[config.mk]
export PLATFORM = sky130hd
export DESIGN_NAME = multicycle_seq_ctrl_flat
export DESIGN_NICKNAME = d
export VERILOG_FILES = /design/src/rtl/multicycle_seq_ctrl_if.sv /design/src/rtl/multicycle_seq_ctrl.sv /design/src/flat_wrapper.sv
export SDC_FILE = /design/constraint.sdc
export NUM_CORES = 1
export LEC_CHECK = 0
export CORE_MARGIN = 2
export CORE_UTILIZATION = 49
export CTS_CLUSTER_DIAMETER = 80
export DETAILED_ROUTE_END_ITERATION = 10
export PLACE_DENSITY = 0.84
export SLEW_MARGIN = 20
export SYNTH_ARGS = -nofsm -noshare
export SYNTH_HDL_FRONTEND = slang
export SYNTH_SLANG_ARGS = --single-unit
[constraint.sdc]
create_clock -name clk -period 4.2 [get_ports clk]
set_input_delay 0.42 -clock clk [delete_from_list [all_inputs] [get_ports clk]]
set_output_delay 0.42 -clock clk [all_outputs]
set_load 0.01 [all_outputs]
[src/rtl/multicycle_seq_ctrl_if.sv]
// -----------------------------------------------------------------------------
// multicycle_seq_ctrl_if
// Memory handshake bundle between the sequencing controller and the
// instruction / data memories.
//   imem_req  controller -> imem   instruction fetch request
//   imem_ack  imem -> controller   instruction word valid
//   dmem_req  controller -> dmem   data access request
//   dmem_we   controller -> dmem   data access is a store
//   dmem_ack  dmem -> controller   data access complete
// master = controller side, slave = memory side.
// -----------------------------------------------------------------------------
interface multicycle_seq_ctrl_if;
   logic imem_req;
   logic imem_ack;
   logic dmem_req;
   logic dmem_we;
   logic dmem_ack;

   modport master (
      output imem_req,
      output dmem_req,
      output dmem_we,
      input  imem_ack,
      input  dmem_ack
   );

   modport slave (
      input  imem_req,
      input  dmem_req,
      input  dmem_we,
      output imem_ack,
      output dmem_ack
   );
endinterface

[src/rtl/multicycle_seq_ctrl.sv]
// -----------------------------------------------------------------------------
// multicycle_seq_ctrl
// Multi-cycle sequencer for the RV32I subset datapath. Walks the shared
// datapath through FETCH / DECODE / EXEC / MEM / WB, handshakes with the
// instruction and data memories, picks the next-PC source, handles ecall
// halt / display and keeps cycle and retired-instruction counters.
//
// Ports
//   clk, rst_n         clock, synchronous active-low reset
//   i_start            start from IDLE or resume from HALT
//   i_mem_to_reg .. i_jalr  decoded control bits (stable DECODE..WB)
//   i_alu_zero         rs1 == rs2, valid in EXEC
//   i_a7_val           register a7, valid in EXEC
//   mem_if             imem/dmem handshake (master side)
//   o_ir_we            latch instruction register
//   o_rf_we            register file write
//   o_pc_we            PC update
//   o_pc_sel           0 = pc+4, 1 = branch/jal target, 2 = jalr target
//   o_ecall_show       one-cycle display pulse for a non-halt ecall
//   o_halted           machine sits in HALT
//   o_state            current state encoding
//   o_cycle_cnt        active (non IDLE/HALT) cycles, wraps
//   o_instr_cnt        retired instructions, wraps
// -----------------------------------------------------------------------------
module multicycle_seq_ctrl #(
   parameter int          CNT_W     = 32,
   parameter logic [31:0] HALT_CODE = 32'd10
) (
   input  logic                  clk,
   input  logic                  rst_n,
   input  logic                  i_start,
   input  logic                  i_mem_to_reg,
   input  logic                  i_mem_write,
   input  logic                  i_reg_write,
   input  logic                  i_ecall,
   input  logic                  i_beq,
   input  logic                  i_bne,
   input  logic                  i_jal,
   input  logic                  i_jalr,
   input  logic                  i_alu_zero,
   input  logic [31:0]           i_a7_val,
   multicycle_seq_ctrl_if.master mem_if,
   output logic                  o_ir_we,
   output logic                  o_rf_we,
   output logic                  o_pc_we,
   output logic [1:0]            o_pc_sel,
   output logic                  o_ecall_show,
   output logic                  o_halted,
   output logic [2:0]            o_state,
   output logic [CNT_W-1:0]      o_cycle_cnt,
   output logic [CNT_W-1:0]      o_instr_cnt
);

   typedef enum logic [2:0] {
      S_IDLE   = 3'd0,
      S_FETCH  = 3'd1,
      S_DECODE = 3'd2,
      S_EXEC   = 3'd3,
      S_MEM    = 3'd4,
      S_WB     = 3'd5,
      S_HALT   = 3'd6
   } state_t;

   localparam logic [CNT_W-1:0] CNT_ONE = CNT_W'(1);

   state_t           r_state;
   logic [1:0]       r_pc_sel_q;
   logic [CNT_W-1:0] r_cycle_cnt;
   logic [CNT_W-1:0] r_instr_cnt;

   logic             w_halt_ecall;
   logic [1:0]       w_pc_sel_d;
   logic             w_active;

   // Halting ecall is the only EXEC case that retires without a WB cycle.
   assign w_halt_ecall = (r_state == S_EXEC) && i_ecall && (i_a7_val == HALT_CODE);

   // Next-PC source, resolved in EXEC and held in r_pc_sel_q until WB.
   always_comb begin
      w_pc_sel_d = 2'd0;
      if (i_jalr)
         w_pc_sel_d = 2'd2;
      else if (i_jal || (i_beq && i_alu_zero) || (i_bne && !i_alu_zero))
         w_pc_sel_d = 2'd1;
   end

   // State code 7 is not counted; it only lasts one edge before recovery.
   assign w_active = (r_state == S_FETCH) || (r_state == S_DECODE) ||
                     (r_state == S_EXEC)  || (r_state == S_MEM)    ||
                     (r_state == S_WB);

   always_ff @(posedge clk) begin
      if (!rst_n) begin
         r_state     <= S_IDLE;
         r_pc_sel_q  <= 2'd0;
         r_cycle_cnt <= '0;
         r_instr_cnt <= '0;
      end else begin
         if (w_active)
            r_cycle_cnt <= r_cycle_cnt + CNT_ONE;
         case (r_state)
            S_IDLE:   if (i_start) r_state <= S_FETCH;
            S_FETCH:  if (mem_if.imem_ack) r_state <= S_DECODE;
            S_DECODE: r_state <= S_EXEC;
            S_EXEC: begin
               r_pc_sel_q <= w_pc_sel_d;
               if (w_halt_ecall) begin
                  r_instr_cnt <= r_instr_cnt + CNT_ONE;
                  r_state     <= S_HALT;
               end else if (i_ecall)
                  r_state <= S_WB;
               else if (i_mem_to_reg || i_mem_write)
                  r_state <= S_MEM;
               else
                  r_state <= S_WB;
            end
            S_MEM:    if (mem_if.dmem_ack) r_state <= S_WB;
            S_WB: begin
               r_instr_cnt <= r_instr_cnt + CNT_ONE;
               r_state     <= S_FETCH;
            end
            S_HALT:   if (i_start) r_state <= S_FETCH;
            default:  r_state <= S_IDLE;
         endcase
      end
   end

   // Outputs decode straight from the state register so that reset clears
   // every request on the same edge; ir_we and the halt-cycle pc_we also
   // follow same-cycle inputs.
   always_comb begin
      mem_if.imem_req = 1'b0;
      mem_if.dmem_req = 1'b0;
      mem_if.dmem_we  = 1'b0;
      o_ir_we         = 1'b0;
      o_rf_we         = 1'b0;
      o_pc_we         = 1'b0;
      o_pc_sel        = 2'd0;
      o_ecall_show    = 1'b0;
      o_halted        = 1'b0;
      case (r_state)
         S_FETCH: begin
            mem_if.imem_req = 1'b1;
            o_ir_we         = mem_if.imem_ack;
         end
         S_EXEC: begin
            if (w_halt_ecall)
               o_pc_we = 1'b1;
            else if (i_ecall)
               o_ecall_show = 1'b1;
         end
         S_MEM: begin
            mem_if.dmem_req = 1'b1;
            mem_if.dmem_we  = i_mem_write;
         end
         S_WB: begin
            o_rf_we  = i_reg_write;
            o_pc_we  = 1'b1;
            o_pc_sel = r_pc_sel_q;
         end
         S_HALT:  o_halted = 1'b1;
         default: ;
      endcase
   end

   assign o_state     = r_state;
   assign o_cycle_cnt = r_cycle_cnt;
   assign o_instr_cnt = r_instr_cnt;

endmodule

[src/flat_wrapper.sv]
// flat-port wrapper written by rule: the top's interface ports become plain ports
module multicycle_seq_ctrl_flat 
#(
   parameter int          CNT_W     = 32,
   parameter logic [31:0] HALT_CODE = 32'd10
)
  (clk, rst_n, i_start, i_mem_to_reg, i_mem_write, i_reg_write, i_ecall, i_beq, i_bne, i_jal, i_jalr, i_alu_zero, i_a7_val, o_ir_we, o_rf_we, o_pc_we, o_pc_sel, o_ecall_show, o_halted, o_state, o_cycle_cnt, o_instr_cnt, mem_if_imem_req, mem_if_dmem_req, mem_if_dmem_we, mem_if_imem_ack, mem_if_dmem_ack);
  multicycle_seq_ctrl_if mem_if_i ();
  input  logic clk;
  input  logic rst_n;
  input  logic i_start;
  input  logic i_mem_to_reg;
  input  logic i_mem_write;
  input  logic i_reg_write;
  input  logic i_ecall;
  input  logic i_beq;
  input  logic i_bne;
  input  logic i_jal;
  input  logic i_jalr;
  input  logic i_alu_zero;
  input  logic [31:0] i_a7_val;
  output logic o_ir_we;
  output logic o_rf_we;
  output logic o_pc_we;
  output logic [1:0] o_pc_sel;
  output logic o_ecall_show;
  output logic o_halted;
  output logic [2:0] o_state;
  output logic [CNT_W-1:0] o_cycle_cnt;
  output logic [CNT_W-1:0] o_instr_cnt;
  output wire logic [$bits(mem_if_i.imem_req)-1:0] mem_if_imem_req;
  output wire logic [$bits(mem_if_i.dmem_req)-1:0] mem_if_dmem_req;
  output wire logic [$bits(mem_if_i.dmem_we)-1:0] mem_if_dmem_we;
  input wire logic [$bits(mem_if_i.imem_ack)-1:0] mem_if_imem_ack;
  input wire logic [$bits(mem_if_i.dmem_ack)-1:0] mem_if_dmem_ack;
  assign mem_if_imem_req = mem_if_i.imem_req;
  assign mem_if_dmem_req = mem_if_i.dmem_req;
  assign mem_if_dmem_we = mem_if_i.dmem_we;
  assign mem_if_i.imem_ack = mem_if_imem_ack;
  assign mem_if_i.dmem_ack = mem_if_dmem_ack;
  multicycle_seq_ctrl #(.CNT_W(CNT_W), .HALT_CODE(HALT_CODE)) u_core (.clk(clk), .rst_n(rst_n), .i_start(i_start), .i_mem_to_reg(i_mem_to_reg), .i_mem_write(i_mem_write), .i_reg_write(i_reg_write), .i_ecall(i_ecall), .i_beq(i_beq), .i_bne(i_bne), .i_jal(i_jal), .i_jalr(i_jalr), .i_alu_zero(i_alu_zero), .i_a7_val(i_a7_val), .mem_if(mem_if_i), .o_ir_we(o_ir_we), .o_rf_we(o_rf_we), .o_pc_we(o_pc_we), .o_pc_sel(o_pc_sel), .o_ecall_show(o_ecall_show), .o_halted(o_halted), .o_state(o_state), .o_cycle_cnt(o_cycle_cnt), .o_instr_cnt(o_instr_cnt));
endmodule
==> impl_metrics.ini <==
[timing]
grt_setup_unrepaired = no
min_period_over_period_pct = 72.3
tightestPinTransition_ps = 1140
timing.fmax_mhz = 329
setup_viol = 0
holdWs_ps = 494
tns_ps = 0
hold_viol = 0
fin_crit_ps = 3040
slew_viol_final = 0
maxSlewHeadroom_pct = 23.2
clock_skew_ps = 10.5

[route]
drcViolationCount = 0
drt-met1-wl_mm = 4.22
wl_met3_um = 755
route.detailed.wl_per_inst_um = 15.5
dr.pass1.iters = 4
drt-initial-drc-count = 192
wl_met2_mm = 4.80
num_vias = 3837
ant_nets = 0
highest-signal-layer = met4
wirelength_mm = 10.0
routed_via_density = 5.96

[clock_network]
holdBufCountCts = 0
cts_inserted_buffers = 9
worstSkewPairLatency_ps = 350
clockRootBuffer = clkbuf_8
post_cts_resized = 0
clock_sinks = 69
cts_tree = yes
postCtsSetupBuffers = 0
clk_path_buf_depth = 2
cts.htree.levels = 3
cts.clk_slew.worst_paths_ps = 70

[cells_and_area]
drive_gt1_share_pct = 4.93
seq_area_mm2 = 0.00138
fillers = 549
layout_commonest_cell = clkdlybuf4s50_1
nets = 591
most-common-layout-cells = 122 x clkdlybuf4s50_1, 69 x dfxtp_1, 44 x a21oi_1, 32 x nor2_1, 28 x nand2_1
areaGrowthSynthToFinish_pct = 42.1
final_util_pct = 72.9
antenna_cells = 0
multiInputGateArea_mm2 = 0.00202

[yosys]
async_flop_share_pct = 0
ys_seq_area_share_pct = 39.0
synth.distinct_cells = 41
synth_area_leader_cell = dfxtp_1
syn_nets = 480
yosysTopAreaCellShare_pct = 39.0
syn_area_mm2 = 0.00354
yosys-top-cells-area = dfxtp_1 39%, a21oi_1 6.2%, nand4_1 3.9%
synth_seq_cells = 69
syn_inst = 432
ys.flop_type = dfxtp_1
syn_avg_cell_area_um2 = 8.20
yosysWarnings = 0
synth_edf_count = 0

[global_route]
grt_max_degree = 68
antenna_found_initial = 0
grt_pass1_wl_mm = 15.8
grtUsageTotal_pct = 25.5
grt_overflow_total = 0
grt_pass1_vias = 3484

[run]
max-cap-violations = 0

[worst_setup_path]
critPathCaptureType = primary output
crit_fanout = 25
cp.required_ps = 3780
start_kind = primary input
critPathArrivalTime_ps = 2620
critPathKind = in -> out

[floorplan]
row_count = 30
die_area_mm2 = 0.00792
io_pins = 123
start_util_pct = 51.3
die_h_um = 89.0
coreArea_mm2 = 0.00691
die_w_um = 89.0

[placed_design]
gp_congestion = 0.824
io_buffers = 122
hpwlAfterDp_mm = 7.16

[power_and_ir_drop]
p_leak_uw = 0.00154
p_per_area_mw_per_mm2 = 280
p_total_uw = 1410
ir_drop_mv = 0.217

[worst_hold_path]
hold_path_class = reg -> reg

[status]
outcome = finished, final reports clean
layout make-up:
cell class	count	area share [%]
multi-input cells	325	40.1
flip-flops and latches	69	27.4
repair buffers	124	24.6
clock buffers	12	3.08
well taps	96	2.39
clock inverters	4	1.39
inverters	14	1.07
logic make-up after synthesis:
| family | count (synthesis) | share of synthesized area [%] |
|---|---|---|
| fa+ha+maj | 2 | 0.706 |
| compound gates | 98 | 17.1 |
| mux | 4 | 1.13 |
| xor+xnor | 20 | 4.95 |
| simple gates | 201 | 33.1 |
| flops | 69 | 39.0 |
| buf+inv | 38 | 4.10 |
sequential cells by signal, summed over array words and instances (netlist names):
signal and cells:
u_core.o_cycle_cnt 32, u_core.o_instr_cnt 32, u_core.o_state 3, u_core.r_pc_sel_q 2
final timing paths:
path         cells after the start  slack [ps]                      to              startpoint
max                              6        1160                 o_pc_we            i_a7_val[10]
min                              2         490  u_core.o_cycle_cnt[31]  u_core.o_cycle_cnt[31]
max reg2reg                      5        1670  u_core.o_instr_cnt[20]   u_core.o_instr_cnt[0]
min reg2reg                      2         490  u_core.o_cycle_cnt[31]  u_core.o_cycle_cnt[31]
where the power goes:
part | switching, uW | internal, uW
Clock | 249 | 365
Sequential | 15.7 | 661
Combinational | 47.5 | 72.2
synth_stat cells, types with 10 or more instances:
cell type  number
o31ai_1        13
nor2_1         32
or3_1          18
inv_1          14
o21ai_0        20
clkbuf_1       21
dfxtp_1        69
nand3_1        21
or4_1          12
nand4_1        22
xnor2_1        11
a21oi_1        44
nand2_1        28
nor3_1         10
nor4_1         10
routing by layer:
metal  vias to the layer above  GRT usage (%)
met5                         -              0
li1                       1851              -
met1                      1816           31.4
met2                       152           42.5
met4                         0           9.50
met3                        18           7.29
per-stage QoR:
| step | instances | setup WS, ps | area, um^2 |
|---|---|---|---|
| floorplan | 432 | 2190 | 3540 |
| finish | 644 | 1160 | 5030 |
| detailed placement | 628 | 1170 | 4810 |
| global placement | 628 | 1230 | 4810 |
| global route | 644 | 954 | 5030 |
| CTS | 644 | 1170 | 5030 |
critical path: stages:
cell,delay (ps)
clkdlybuf4s50_1,400
nor4_1,370
nand4_1,180
o31a_1,530
inv_1,170
clkdlybuf4s50_1,550
Note: power is estimated with default switching activity, not from simulation.
